## config.mk

```make
export PLATFORM = sky130hd
export DESIGN_NAME = clint_arb
export DESIGN_NICKNAME = d
export VERILOG_FILES = /design/src/rtl/clint_arb.sv
export SDC_FILE = /design/constraint.sdc
export NUM_CORES = 1
export LEC_CHECK = 0
export ABC_AREA = 1
export BUFFER_PORTS_ARGS = -buffer_cell sky130_fd_sc_hd__buf_4
export CORE_MARGIN = 3
export CORE_UTILIZATION = 50
export DETAILED_ROUTE_END_ITERATION = 6
export PLACE_DENSITY = 0.9
export SYNTH_ARGS = -nofsm -noshare
export SYNTH_HDL_FRONTEND = slang
export SYNTH_SLANG_ARGS = --single-unit
```

## constraint.sdc

```tcl
create_clock -name clk -period 4.2 [get_ports clk]
set_clock_uncertainty 0.05 [all_clocks]
set_input_delay 0.63 -clock clk [delete_from_list [all_inputs] [get_ports clk]]
set_output_delay 0.63 -clock clk [all_outputs]
set_load 0.005 [all_outputs]
```

## src/rtl/clint_arb.sv

```systemverilog
// Core-local interrupt/exception arbiter: prioritised, maskable IRQs plus sync
// exceptions and mret, sequencing trap CSR writes. `CLINT_MTVAL_EN adds an mtval write.
module clint_arb #(
  parameter int NUM_IRQ        = 8,
  parameter int IRQ_CAUSE_BASE = 16,
  parameter int XLEN           = 32
) (
  input  logic               clk,
  input  logic               rst_n,
  input  logic [NUM_IRQ-1:0] irq_i,
  input  logic [NUM_IRQ-1:0] irq_mask_i,
  input  logic               inst_ecall_i,
  input  logic               inst_ebreak_i,
  input  logic               inst_mret_i,
  input  logic               misalign_i,
  input  logic [XLEN-1:0]    inst_addr_i,
  input  logic [XLEN-1:0]    misalign_addr_i,
  input  logic [XLEN-1:0]    csr_mtvec,
  input  logic [XLEN-1:0]    csr_mepc,
  input  logic [XLEN-1:0]    csr_mstatus,
  output logic               we_o,
  output logic [XLEN-1:0]    waddr_o,
  output logic [XLEN-1:0]    data_o,
  output logic               stall_flag_o,
  output logic               int_assert_o,
  output logic [XLEN-1:0]    int_addr_o,
  output logic [NUM_IRQ-1:0] irq_ack_o
);
  localparam int IDX_W = (NUM_IRQ > 1) ? $clog2(NUM_IRQ) : 1;
  localparam logic [XLEN-1:0] ADDR_MSTATUS = XLEN'(12'h300);
  localparam logic [XLEN-1:0] ADDR_MEPC    = XLEN'(12'h341);
  localparam logic [XLEN-1:0] ADDR_MCAUSE  = XLEN'(12'h342);

  typedef enum logic [2:0] {S_IDLE, S_MEPC, S_MCAUSE, S_MTVAL, S_MSTATUS, S_MRET} state_e;

  state_e             state_q, state_d;
  logic [XLEN-1:0]    pc_q, cause_q;
  logic [IDX_W-1:0]   idx_q;
  logic               async_q;
  logic [NUM_IRQ-1:0] pending;
  logic [IDX_W-1:0]   irq_idx;
  logic               async_evt, trap_evt, detect_en, event_detect, misalign_evt;
  logic [XLEN-1:0]    cause_sel, mtvec_base, trap_target, mstatus_trap, mstatus_mret;
  logic               we_d, int_assert_d;
  logic [XLEN-1:0]    waddr_d, data_d, int_addr_d;
  logic [NUM_IRQ-1:0] irq_ack_d;

`ifdef CLINT_MTVAL_EN
  localparam logic [XLEN-1:0] ADDR_MTVAL = XLEN'(12'h343);
  logic [XLEN-1:0] mtval_q;
`else
  logic unused_misalign_addr;
  assign unused_misalign_addr = ^misalign_addr_i;
`endif

  // NOTE: every variable gets a default at the top of an always_comb so no path leaves it unassigned (no latch).
  always_comb begin
    pending = irq_i & irq_mask_i;
    irq_idx = '0;
    for (int k = NUM_IRQ - 1; k >= 0; k--) begin
      if (pending[k]) irq_idx = IDX_W'(k);
    end
    async_evt    = (|pending) & csr_mstatus[3];
    misalign_evt = misalign_i & ~async_evt & ~inst_ebreak_i & ~inst_ecall_i;
    trap_evt     = async_evt | inst_ebreak_i | inst_ecall_i | misalign_i;
    // The redirect cycle is still part of the sequence: the CSR file and ex have not caught up yet.
    detect_en    = (state_q == S_IDLE) & ~int_assert_o;
    event_detect = detect_en & (trap_evt | inst_mret_i);
    if (async_evt)          cause_sel = {1'b1, (XLEN-1)'(IRQ_CAUSE_BASE) + (XLEN-1)'(irq_idx)};
    else if (inst_ebreak_i) cause_sel = XLEN'(3);
    else if (inst_ecall_i)  cause_sel = XLEN'(11);
    else                    cause_sel = XLEN'(4);
  end

  always_comb begin
    mtvec_base   = {csr_mtvec[XLEN-1:2], 2'b00};
    trap_target  = mtvec_base;
    if (async_q && csr_mtvec[1:0] == 2'b01) trap_target = mtvec_base + XLEN'({cause_q[7:0], 2'b00});
    mstatus_trap    = csr_mstatus;
    mstatus_trap[7] = csr_mstatus[3];
    mstatus_trap[3] = 1'b0;
    mstatus_mret    = csr_mstatus;
    mstatus_mret[3] = csr_mstatus[7];
    mstatus_mret[7] = 1'b1;
  end

  always_comb begin
    state_d = state_q;
    case (state_q)
      S_IDLE: begin
        if (detect_en && trap_evt)         state_d = S_MEPC;
        else if (detect_en && inst_mret_i) state_d = S_MRET;
      end
      S_MEPC:    state_d = S_MCAUSE;
`ifdef CLINT_MTVAL_EN
      S_MCAUSE:  state_d = S_MTVAL;
      S_MTVAL:   state_d = S_MSTATUS;
`else
      S_MCAUSE:  state_d = S_MSTATUS;
`endif
      default:   state_d = S_IDLE;
    endcase
  end

  always_comb begin
    we_d         = 1'b0;
    waddr_d      = '0;
    data_d       = '0;
    int_assert_d = 1'b0;
    int_addr_d   = '0;
    irq_ack_d    = '0;
    case (state_q)
      S_MEPC:   begin we_d = 1'b1; waddr_d = ADDR_MEPC;   data_d = pc_q;    end
      S_MCAUSE: begin we_d = 1'b1; waddr_d = ADDR_MCAUSE; data_d = cause_q; end
`ifdef CLINT_MTVAL_EN
      S_MTVAL:  begin we_d = 1'b1; waddr_d = ADDR_MTVAL;  data_d = mtval_q; end
`endif
      S_MSTATUS: begin
        we_d         = 1'b1;
        waddr_d      = ADDR_MSTATUS;
        data_d       = mstatus_trap;
        int_assert_d = 1'b1;
        int_addr_d   = trap_target;
        if (async_q) irq_ack_d = NUM_IRQ'(1) << idx_q;
      end
      S_MRET: begin
        we_d         = 1'b1;
        waddr_d      = ADDR_MSTATUS;
        data_d       = mstatus_mret;
        int_assert_d = 1'b1;
        int_addr_d   = csr_mepc;
      end
      default: ;
    endcase
  end

  // NOTE: sequential state uses non-blocking assignments so every register samples pre-edge values.
  always_ff @(posedge clk or negedge rst_n) begin
    if (!rst_n) begin
      state_q      <= S_IDLE;
      pc_q         <= '0;
      cause_q      <= '0;
      idx_q        <= '0;
      async_q      <= 1'b0;
      we_o         <= 1'b0;
      waddr_o      <= '0;
      data_o       <= '0;
      int_assert_o <= 1'b0;
      int_addr_o   <= '0;
      irq_ack_o    <= '0;
    end else begin
      state_q      <= state_d;
      we_o         <= we_d;
      waddr_o      <= waddr_d;
      data_o       <= data_d;
      int_assert_o <= int_assert_d;
      int_addr_o   <= int_addr_d;
      irq_ack_o    <= irq_ack_d;
      if (detect_en && trap_evt) begin
        pc_q    <= inst_addr_i;
        cause_q <= cause_sel;
        idx_q   <= irq_idx;
        async_q <= async_evt;
      end
    end
  end

`ifdef CLINT_MTVAL_EN
  always_ff @(posedge clk or negedge rst_n) begin
    if (!rst_n)                     mtval_q <= '0;
    else if (detect_en && trap_evt) mtval_q <= misalign_evt ? misalign_addr_i : '0;
  end
`endif

  assign stall_flag_o = (state_q != S_IDLE) | event_detect | int_assert_o;

endmodule

```

==> results.json <==
{
  "start_kind": "input port",
  "rows": 38,
  "cts.clk_slew.worst_paths_ns": 0.06,
  "wl_met1_um": 6360,
  "numCtsBuffers": 17,
  "cts-root-buf": "clkbuf_16",
  "path_class": "input port to output pin",
  "crit_start": "irq_i[6]",
  "routed.top_layer": "met4",
  "die_h_um": 114,
  "cts_max_level": 4,
  "avgSynthCellArea_um2": 8.32,
  "syn_inst": 706,
  "path_delay_family": "simple AND/OR/NAND/NOR gates",
  "drive_above_1_share": 0.300,
  "status": "complete, no violations",
  "rsz0062_at_grt": "no",
  "place.gp.congestion": 0.919,
  "tightest_slew_ns": 1.02,
  "multi_input_area_mm2": 0.00242,
  "synth.largest_area_cell": "dfrtp_1",
  "layout_min_cycle_time_ns": 2.70,
  "cts_hold_buf": 0,
  "critical_path_buf_inv_count": 2,
  "peakVddDrop_uv": 560,
  "synth_edf_count": 0,
  "hold_violations": 0,
  "core_mm2": 0.0112,
  "clock_latency_ns": 0.42,
  "dr.pass1.iters": 5,
  "fp.dieW_um": 114,
  "postCtsSetupRepairBufs": 0,
  "ys_seq_area_frac": 0.516,
  "rrSetupSlack_ns": 1.92,
  "crit_top_cell": "nand2_1",
  "slowest_delay_ns": 0.37,
  "met3WireLength_um": 1460,
  "hpwl_um": 12400,
  "fmax_mhz": 371,
  "crit_path_end_kind": "output pin",
  "areaGrowthSynthToFinish_pct": 39.2,
  "grt_use_total": 0.261,
  "grt.overflow.total": 0,
  "slowest_stage": "nand2_4",
  "antenna_found_initial": 0,
  "slew_headroom": 0.319,
  "pin_count": 289,
  "drt_iter0_drc": 440,
  "fill_cells": 826,
  "rr_endpoint": "idx_q[0]",
  "fin_crit_sh": 0.642,
  "synth-seq-cells": 121,
  "diodes": 0,
  "viasPerCell": 5.21,
  "wl_um": 17100,
  "cp_max_fo": 41,
  "path_cells": "buf_4, nand2_1, nand2_1, nor2_1, nand2_1, nand2_2, nand3b_4, nand2_4, nand3_1, buf_4",
  "start_util": 0.525,
  "io_buffers": 229,
  "power_density_mw_per_mm2": 640,
  "async_flop_share": 1.00,
  "leakage_nw": 4.50,
  "finalSetupTns_ns": 0,
  "wl_per_cell_um": 15.7,
  "die-area_mm2": 0.0131,
  "hp-class": "input port to async pin",
  "finalMaxSlewViolations": 0,
  "cts_resized": 0,
  "drtAntennaViolNets": 0,
  "yosys_warnings": 0,
  "cts_tree": "yes",
  "drc": 0,
  "syn_area_mm2": 0.00587,
  "layout_commonest_cell": "nand2_1",
  "grt_pass1_wl_um": 26500,
  "required_ns": 3.52,
  "grt_start_max_net_pins": 52,
  "met2_length_um": 8790,
  "r2r_start": "state_q[2]",
  "setup_violations": 0,
  "vias": 5676,
  "critPathArrivalTime_ns": 2.02,
  "cts_sinks": 121,
  "regArea_mm2": 0.00303,
  "synthTopCellsByArea": "dfrtp_1 (52%), nand2_1 (17%), a22o_1 (3.7%)",
  "synth-main-ff-cell": "dfrtp_1",
  "layout_common_cells": "nand2_1 (268), buf_4 (234), dfrtp_1 (121)",
  "cts_buffer_depth": 2,
  "ys_types": 40,
  "maxCapViolCount": 0,
  "synth.top_cell.area_share": 0.516,
  "grt_pass1_vias": 5526,
  "r2r_cells": 7,
  "whs_ns": 0.184,
  "layout.nets": 1125
}
==> flip-flops by register name, indices dropped and copies added (netlist names), 3 cells and up <==
name	cells
waddr_o	4
data_o	32
cause_q	5
pc_q	32
idx_q	3
int_addr_o	32
state_q	3
irq_ack_o	8
==> cell families after synthesis <==
| kind of cell | synth area share |
|---|---|
| AND/OR/NAND/NOR | 0.281 |
| flip-flops | 0.516 |
| buffers and inverters | 0.0893 |
| AO/OA/AOI/OAI | 0.0961 |
| adder cells (fa/ha/maj) | 0.0141 |
| XOR/XNOR | 0.00298 |
| other | 0.000639 |
==> how the worst max path moves through the flow <==
stage | end | slack (ns) | depth (start not counted)
2_1_floorplan | stall_flag_o | 2.03 | 9
3_3_place_gp | stall_flag_o | 1.53 | 10
3_5_place_dp | stall_flag_o | 1.52 | 10
4_1_cts | stall_flag_o | 1.51 | 10
5_1_grt | stall_flag_o | 1.34 | 10
6_report | stall_flag_o | 1.50 | 10
==> metrics by stage <==
step | cells | util | total power, mW | area (um^2) | worst slack (ns)
floorplan | 732 | - | 2.93 | 5970 | 2.03
global placement | 1058 | 0.679 | 3.68 | 7580 | 1.53
detailed placement | 1058 | 0.679 | 3.77 | 7580 | 1.52
CTS | 1090 | 0.732 | 5.25 | 8170 | 1.51
global route | 1090 | 0.732 | 5.57 | 8170 | 1.34
finish | 1090 | 0.732 | 5.23 | 8170 | 1.50
==> cell type report <==
cell class	count	area share
Multi-Input combinational cell	509	0.296
Clock inverter	15	0.0202
Sequential cell	121	0.370
Timing Repair Buffer	234	0.215
Clock buffer	17	0.0520
Tap cell	140	0.0214
Inverter	54	0.0251
==> cell usage after synthesis (all sizes together), types with 4 or more instances <==
library cell and number:
a22oi 4, o21ai 31, buf 45, dfrtp 121, inv 53, nand2 271
nand3 42, nor2 53, nor3 9, ha 5, o21bai 4, a22o 25
nand4 10, a21oi 15
==> per-layer routing <==
layer | vias up | track usage
li1 | 2683 | -
met1 | 2639 | 0.311
met2 | 303 | 0.451
met3 | 51 | 0.0687
met4 | 0 | 0.0998
met5 | - | 0
==> worst register-to-register path, delay by kind of cell, from the launching register on <==
family	cells	cell delay, ns
simple gates	4	0.83
buf+inv	2	0.75
flops	1	0.45
compound gates	1	0.11
==> report_power, final <==
group | internal, mW | leakage, nW | switching (mW)
logic | 0.822 | 2.63 | 1.07
registers | 1.64 | 1.57 | 0.241
clock network | 0.886 | 0.295 | 0.569
total | 3.35 | 4.50 | 1.88
Note: power is estimated with default switching activity, not from simulation.
